$ cat config.mk
export PLATFORM = sky130hd
export DESIGN_NAME = grey_code6_check
export DESIGN_NICKNAME = d
export VERILOG_FILES = /design/src/rtl/grey_code6_check.sv
export SDC_FILE = /design/constraint.sdc
export NUM_CORES = 1
export LEC_CHECK = 0
export ABC_AREA = 1
export ABC_CLOCK_PERIOD_IN_PS = 3030
export CAP_MARGIN = 10
export CORE_AREA = 10 10 85 72
export CTS_CLUSTER_DIAMETER = 200
export DETAILED_ROUTE_END_ITERATION = 7
export DIE_AREA = 0 0 95 82
export PLACE_DENSITY = 0.73
export SLEW_MARGIN = 20
export SYNTH_ARGS = -nofsm -noshare
export SYNTH_HDL_FRONTEND = slang
export SYNTH_SLANG_ARGS = --single-unit
$ cat constraint.sdc
create_clock -name clk -period 3.03 [get_ports clk]
set_input_delay 0.606 -clock clk [delete_from_list [all_inputs] [get_ports clk]]
set_output_delay 0.606 -clock clk [all_outputs]
set_load 0.005 [all_outputs]
$ cat src/rtl/grey_code6_check.sv
// grey_code6_check: synchronise a foreign 6-bit Gray counter, decode it, and check +1 steps with lock tracking
module grey_code6_check #(
  parameter int SYNC_STAGES = 2,
  parameter int LOCK_N = 4
) (
  input  logic       clk,
  input  logic       rst,
  input  logic [5:0] grey_in,
  output logic [5:0] binary,
  output logic       advance,
  output logic       error,
  output logic       wrap,
  output logic       locked,
  output logic [7:0] err_count,
  output logic [7:0] wrap_count
);
  typedef enum logic [1:0] {UNLOCKED, LOCKING, LOCKED} state_t;
  logic [5:0] r_sync [SYNC_STAGES];
  logic [5:0] r_prev;
  logic       r_primed;
  logic [3:0] r_good;
  state_t     r_state;
  logic [5:0] w_dec;
  logic [5:0] w_d;
  genvar i;
  for (i = 0; i < 6; i++) begin : g_dec
    assign w_dec[i] = ^r_sync[SYNC_STAGES-1][5:i];
  end
  assign w_d = w_dec - r_prev;
  always_ff @(posedge clk) begin
    if (rst) begin
      for (int k = 0; k < SYNC_STAGES; k++) r_sync[k] <= '0;
    end else begin
      r_sync[0] <= grey_in;
      for (int k = 1; k < SYNC_STAGES; k++) r_sync[k] <= r_sync[k-1];
    end
  end
  // the first sample after reset only loads prev; pulses start on the next one
  always_ff @(posedge clk) begin
    if (rst) begin
      binary   <= '0;
      r_prev   <= '0;
      r_primed <= 1'b0;
      advance  <= 1'b0;
      error    <= 1'b0;
      wrap     <= 1'b0;
    end else begin
      binary   <= w_dec;
      r_prev   <= w_dec;
      r_primed <= 1'b1;
      advance  <= r_primed && w_d == 6'd1;
      error    <= r_primed && w_d > 6'd1;
      wrap     <= r_primed && w_d == 6'd1 && r_prev == 6'd63;
    end
  end
  always_ff @(posedge clk) begin
    if (rst) begin
      err_count  <= '0;
      wrap_count <= '0;
    end else begin
      err_count  <= err_count + 8'(error && err_count != 8'hff);
      wrap_count <= wrap_count + 8'(wrap);
    end
  end
  always_ff @(posedge clk) begin
    if (rst) begin
      r_state <= UNLOCKED;
      r_good  <= '0;
      locked  <= 1'b0;
    end else begin
      case (r_state)
        UNLOCKED: if (advance) begin
          r_good  <= 4'd1;
          r_state <= LOCK_N == 1 ? LOCKED : LOCKING;
          locked  <= LOCK_N == 1;
        end
        LOCKING: if (error) begin
          r_state <= UNLOCKED;
          r_good  <= '0;
        end else if (advance) begin
          r_good <= r_good + 4'd1;
          if (r_good + 4'd1 == 4'(LOCK_N)) begin
            r_state <= LOCKED;
            locked  <= 1'b1;
          end
        end
        LOCKED: if (error) begin
          r_state <= UNLOCKED;
          r_good  <= '0;
          locked  <= 1'b0;
        end
        default: r_state <= UNLOCKED;
      endcase
    end
  end
endmodule

; Word level (Yosys, flattened, before mapping)
; Memories as Yosys holds them, arrays and structs flattened.
; Cells that the tools add are included.
[op_classes]
n_addsub = 4
magnitude_cmp = 1
eq_ne = 13
n_mux = 22
n_bitwise = 2
n_reduce_logical = 14
[ops]
columns = operator, n
row1 = 8-bit by 1-bit adder with 8-bit output, 2
row2 = 4-bit two-way mux, 4
row3 = 6-bit two-way mux, 2
row4 = 4-bit case mux with 3 select lines, 1
row5 = 2-bit two-way mux, 5
row6 = "2-bit inequality test, second input constant", 5
row7 = 1-bit two-way mux, 8
row8 = "8-bit inequality test, second input constant", 1
row9 = 4-bit AND reduction, 2
row10 = "6-bit by 1-bit == test with 1-bit output, second input constant", 1
row11 = "6-bit == test, second input constant", 1
row12 = "6-bit by 1-bit greater-than comparator with 1-bit output, second input constant", 1
row13 = "3-bit inequality test, second input constant", 2
row14 = 2-bit case mux with 3 select lines, 1
row15 = 6-bit AND reduction, 1
row16 = 6-bit XOR reduction, 1
row17 = 6-bit subtractor, 1
row18 = 5-bit XOR reduction, 1
row19 = "4-bit by 1-bit adder with 4-bit output, second input constant", 1
row20 = "4-bit by 3-bit == test with 1-bit output, second input constant", 1
row21 = 1-bit logical AND, 4
row22 = 4-bit XOR reduction, 1
row23 = 1-bit case mux with 3 select lines, 1
row24 = 3-bit nonzero test, 1
row25 = 6 further kinds, 7
[totals]
ff_bits = 33
ramBits = 12
input_bits = 8
n_memories = 1
[mem_list]
columns = name, words, width, read_ports, rd_ports_with_merged_regs, wr, line
row1 = r_sync, 2, 6, 2, 0, 2, 18  ; logic [5:0] r_sync [SYNC_STAGES];

; Longest topological paths before layout
[depth]
word_depth = 6
depth_mapped = 16

; Worst setup path before layout
; Ideal clock, no wire load.
[synth_path]
kind = register to register
startpoint = memory r_sync[1][5], in the netlist r_sync[0][11]
endpoint = register error
setup_ns = 0.109
arrival_ns = 2.107
t_required_ns = 2.921
path_slack_ns = 0.814
path_stages_with_launch = 17
path_cell_list = dfxtp_1 > inv_2 > nand2_2 > nand2_4 > xor2_2 > xor2_1 > ha_1 > inv_1 > fa_1 > nand3_1 > nand3_1 > nand2_1 > nand3_1 > nor2_1 > nand3_1 > nand2_1 > inv_1
[synth_rtl]
columns = item, line
row1 = start: declaration, 18
row2 = end signal: assignment, 52  ; error <= r_primed && w_d > 6'd1;
row3 = end: declaration, 11  ; output logic error,

==> results.md <==
* Status: finished clean
* Drt pass-1 iters at 4
* First-pass GRT wire length at 7300 microns
* Post-Synthesis Cells at 277
* Clk root buf: clkbuf_8
* Setup TNS at 0 ns
* Area growth from synthesis to layout at 23.2%
* Max Slew Vio Count at 0
* RSZ-0062 raised after global routing: no
* Final min period at 2.49 ns
* Switch share at 0.324
* DRT iter0 DRCs at 56
* Met1 Track Usage GR at 0.140
* Share of layout cells above drive strength 1 at 0.0603
* Fillers at 437
* FP Rows at 22
* RePlAce Congestion at 0.883
* IO Port Bufs at 33
* Sequential element share of the synthesized area at 0.423
* Mux cell area share after synthesis at 0
* # H-tree levels at 2
* Total CTS buffers at 5
* Max-Cap Viols at 0
* CTS hold repair buffers at 0
* Pre-CTS setup slack at 0.584 ns
* Final Cycle Share at 0.823
* Via/cell ratio at 4.64
* Most frequent cell after synthesis: inv_1
* Worst-Margin Slew at 0.461 ns
* Power, Total at 1400 uW
* Cell area after synthesis at 2130 sq um
* Number of global-route vias before repair at 1,703
* Final nets at 337
* Synth area leader: dfxtp_1
* Post-CTS Setup Inserts at 0
* Hold crit path type: flop to flop
* Post-synthesis simple-gate area fraction at 0.236
* P per Cell Area at 532 nW/um^2
* Crit-path slowest cell: fa_1
* Post-synth top flop: dfxtp_1
* Post-DRT Antenna Nets at 0
* Reg-to-reg slack, setup at 0.54 ns
* DP Cell Count at 367
* Setup Skew at 0.00521 ns
* Main combinational cell family by area after synthesis: simple AND/OR/NAND/NOR gates
* Hold WS at 0.408 ns
* Crit path capture type: flop
* TritonCTS clock tree: done
* Fmax at 401 MHz
* Setup Crit Path Kind: flop to flop
* Logic gate share of total power at 0.242
* Crit path DAT at 2.70 ns
* Setup ws final at 0.536 ns
* Hold worst-path end: r_sync[0][9]$_SDFF_PP0_
* Syn Area/Cell at 7.70 sq um
* Num ports at 34
* Top-area cell type share of the netlist area at 0.423
* Hold Path Origin: r_sync[0][3]$_SDFF_PP0_
* Slew HR at 0.692
* Reg2reg start: r_sync[0][10]$_SDFF_PP0_
* Synth Register Bits at 45
* Syn_nets at 300
* Worst Reg2Reg Path Length in Cells at 16
* Largest stage delay on the critical path at 0.43 ns
* Diode count at 0
* Crit path cell chain: inv_1, nand2_2, nand2_4, xor2_2, xor2_1, ha_1, inv_1, fa_1, nand3_1, nand3_1, nand2_1, nand3_1, nor2_1, nand3_1, nand2_1, inv_1
* GRT overflow at 0
* Top cells by area, synth: dfxtp_1, inv_1, ha_1
* Post-Synth Adder-Cell Area at 0.0915
* Compound-cell area share of the yosys netlist at 0.0722
* Grt met3 use at 0.0365
* Die X at 95 microns
* CP startpoint kind: flop
* Post-Synth XOR/XNOR Area at 0.0687
* Clock transition at the registers of the reported paths at 0.09 ns
* Vias at 1,740
* CTS Sinks at 45
* Deepest clock path buffer count at 2
* Most common cell on crit path: nand3_1
* Leakage at 0.00117 uW
* Yosys warns at 0
* Crit-path max FO at 3
* Final Instance Count excl. Fillers at 375
* Latest clock arrival within the worst-skew pair at 0.30 ns
* Post-route DRC at 0
* Drt total wl at 4200 microns
* Seq pwr share at 0.470
* Peak VDD IR at 0.278 mV
* Worst path required time at 3.24 ns
* Synth top cells by count: inv_1, dfxtp_1, nor2_1, nand2_1, nand3_1
* Distinct cells, synth at 30
* Die H at 82 microns
* Met2 Use GR at 0.187
* Min-Delay Path Depth at 2
* Die area at 7790 sq um
* FFs w/ async S/R, synth at 0
* Initial Utilization at 0.478
* All-Layer GR Usage at 0.117
* Post-cts resize count at 0
* Final setup viols at 0
* Drt wl/cell at 11.2 microns
* DP HPWL at 3210 microns
* Internal power at 945 uW
* Hold Fails Final Rpt at 0
* Pin count of the biggest net entering global routing at 28
* Top Usage Layer GRT: met2
* EDFF count, synth at 0
* Core Box Area at 4460 sq um
* Psw at 452 uW
* RR Endpoint: error$_SDFF_PP0_
* Clock power share at 0.288
* Initial antenna violation count at 0
[state kept, by name, indices dropped and copies added, names as in the netlist]
name	count
advance	1
err_count	8
error	1
locked	1
r_good	4
r_prev	6
r_primed	1
r_state	2
r_sync	12
wrap	1
wrap_count	8
[layout make-up]
type,count,area [sq um],area share
clock buffer,5,68.8,0.0262
clock inverter,3,28.8,0.0110
inverter,58,218,0.0829
multi-input combinational,170,998,0.380
sequential,45,901,0.343
tap,60,75.1,0.0286
timing repair buffer,34,338,0.129
[logic make-up after synthesis]
group	after synthesis
AO/OA/AOI/OAI	28
flip-flops	45
AND/OR/NAND/NOR	112
XOR/XNOR	15
buffers and inverters	62
adder cells (fa/ha/maj)	15
[cell usage in the layout (no fill, tap or decap)]
| cell | synthesis | routed |
|---|---|---|
| xnor2_1 | 6 | 6 |
| buf_4 | 0 | 1 |
| nand3_1 | 19 | 19 |
| inv_2 | 1 | 1 |
| nand2_1 | 34 | 34 |
| clkbuf_8 | 0 | 5 |
| inv_6 | 0 | 2 |
| fa_1 | 1 | 1 |
| o21a_1 | 1 | 1 |
| ha_1 | 14 | 14 |
| o211ai_1 | 1 | 1 |
| o21ai_2 | 1 | 1 |
| xor2_2 | 1 | 1 |
| nor3b_1 | 1 | 1 |
| and3_1 | 1 | 1 |
| nor4_1 | 2 | 2 |
| nand2_4 | 1 | 1 |
| nor3_1 | 6 | 6 |
| inv_8 | 0 | 1 |
| o22ai_1 | 1 | 1 |
| nand2_2 | 3 | 3 |
| inv_1 | 57 | 57 |
| dfxtp_1 | 45 | 45 |
| nor2_4 | 2 | 2 |
| a21oi_1 | 15 | 15 |
| xor2_1 | 7 | 7 |
| xnor2_2 | 1 | 1 |
| nor2_1 | 39 | 39 |
| clkdlybuf4s50_1 | 0 | 33 |
| o21ai_0 | 5 | 5 |
| nand4_1 | 4 | 4 |
| o31a_1 | 1 | 1 |
| o21ai_1 | 3 | 3 |
[per-stage QoR]
| step | area, sq um | utilization |
|---|---|---|
| CTS | 2630 | 0.589 |
| finish | 2630 | 0.589 |
| detailed placement | 2530 | 0.567 |
| global route | 2630 | 0.589 |
| floorplan | 2130 | - |
| global placement | 2530 | 0.567 |
[power groups by stage]
stage               sequential, uW  combinational (uW)  clock, uW
floorplan                      665                 256          0
global placement               670                 331          0
detailed placement             670                 338          0
CTS                            657                 340        415
global route                   662                 396        435
finish                         656                 339        403
[routing by layer]
| metal | wire length, microns | vias to the layer above |
|---|---|---|
| li1 | - | 936 |
| met3 | 277 | 8 |
| met4 | 89 | 0 |
| met5 | 0 | - |
| met1 | 2020 | 756 |
| met2 | 1820 | 40 |
[worst max path at each step]
| stage | startpoint | endpoint | slack [ns] | depth (start not counted) |
|---|---|---|---|---|
| 2_1_floorplan | r_sync[0][11]$_SDFF_PP0_ | error$_SDFF_PP0_ | 0.81 | 16 |
| 3_3_place_gp | r_sync[0][11]$_SDFF_PP0_ | error$_SDFF_PP0_ | 0.72 | 16 |
| 3_5_place_dp | r_sync[0][10]$_SDFF_PP0_ | error$_SDFF_PP0_ | 0.58 | 16 |
| 4_1_cts | r_sync[0][10]$_SDFF_PP0_ | error$_SDFF_PP0_ | 0.53 | 16 |
| 5_1_grt | r_sync[0][10]$_SDFF_PP0_ | error$_SDFF_PP0_ | 0.33 | 16 |
| 6_report | r_sync[0][10]$_SDFF_PP0_ | error$_SDFF_PP0_ | 0.54 | 16 |
[critical path: cells and delay by family (launching register included)]
family	cells	cell delay, ns
AND/OR/NAND/NOR	9	0.80
buffers and inverters	3	0.19
XOR/XNOR	2	0.42
flip-flops	1	0.40
adder cells (fa/ha/maj)	2	0.60
Power figures use the tool's default switching activity.
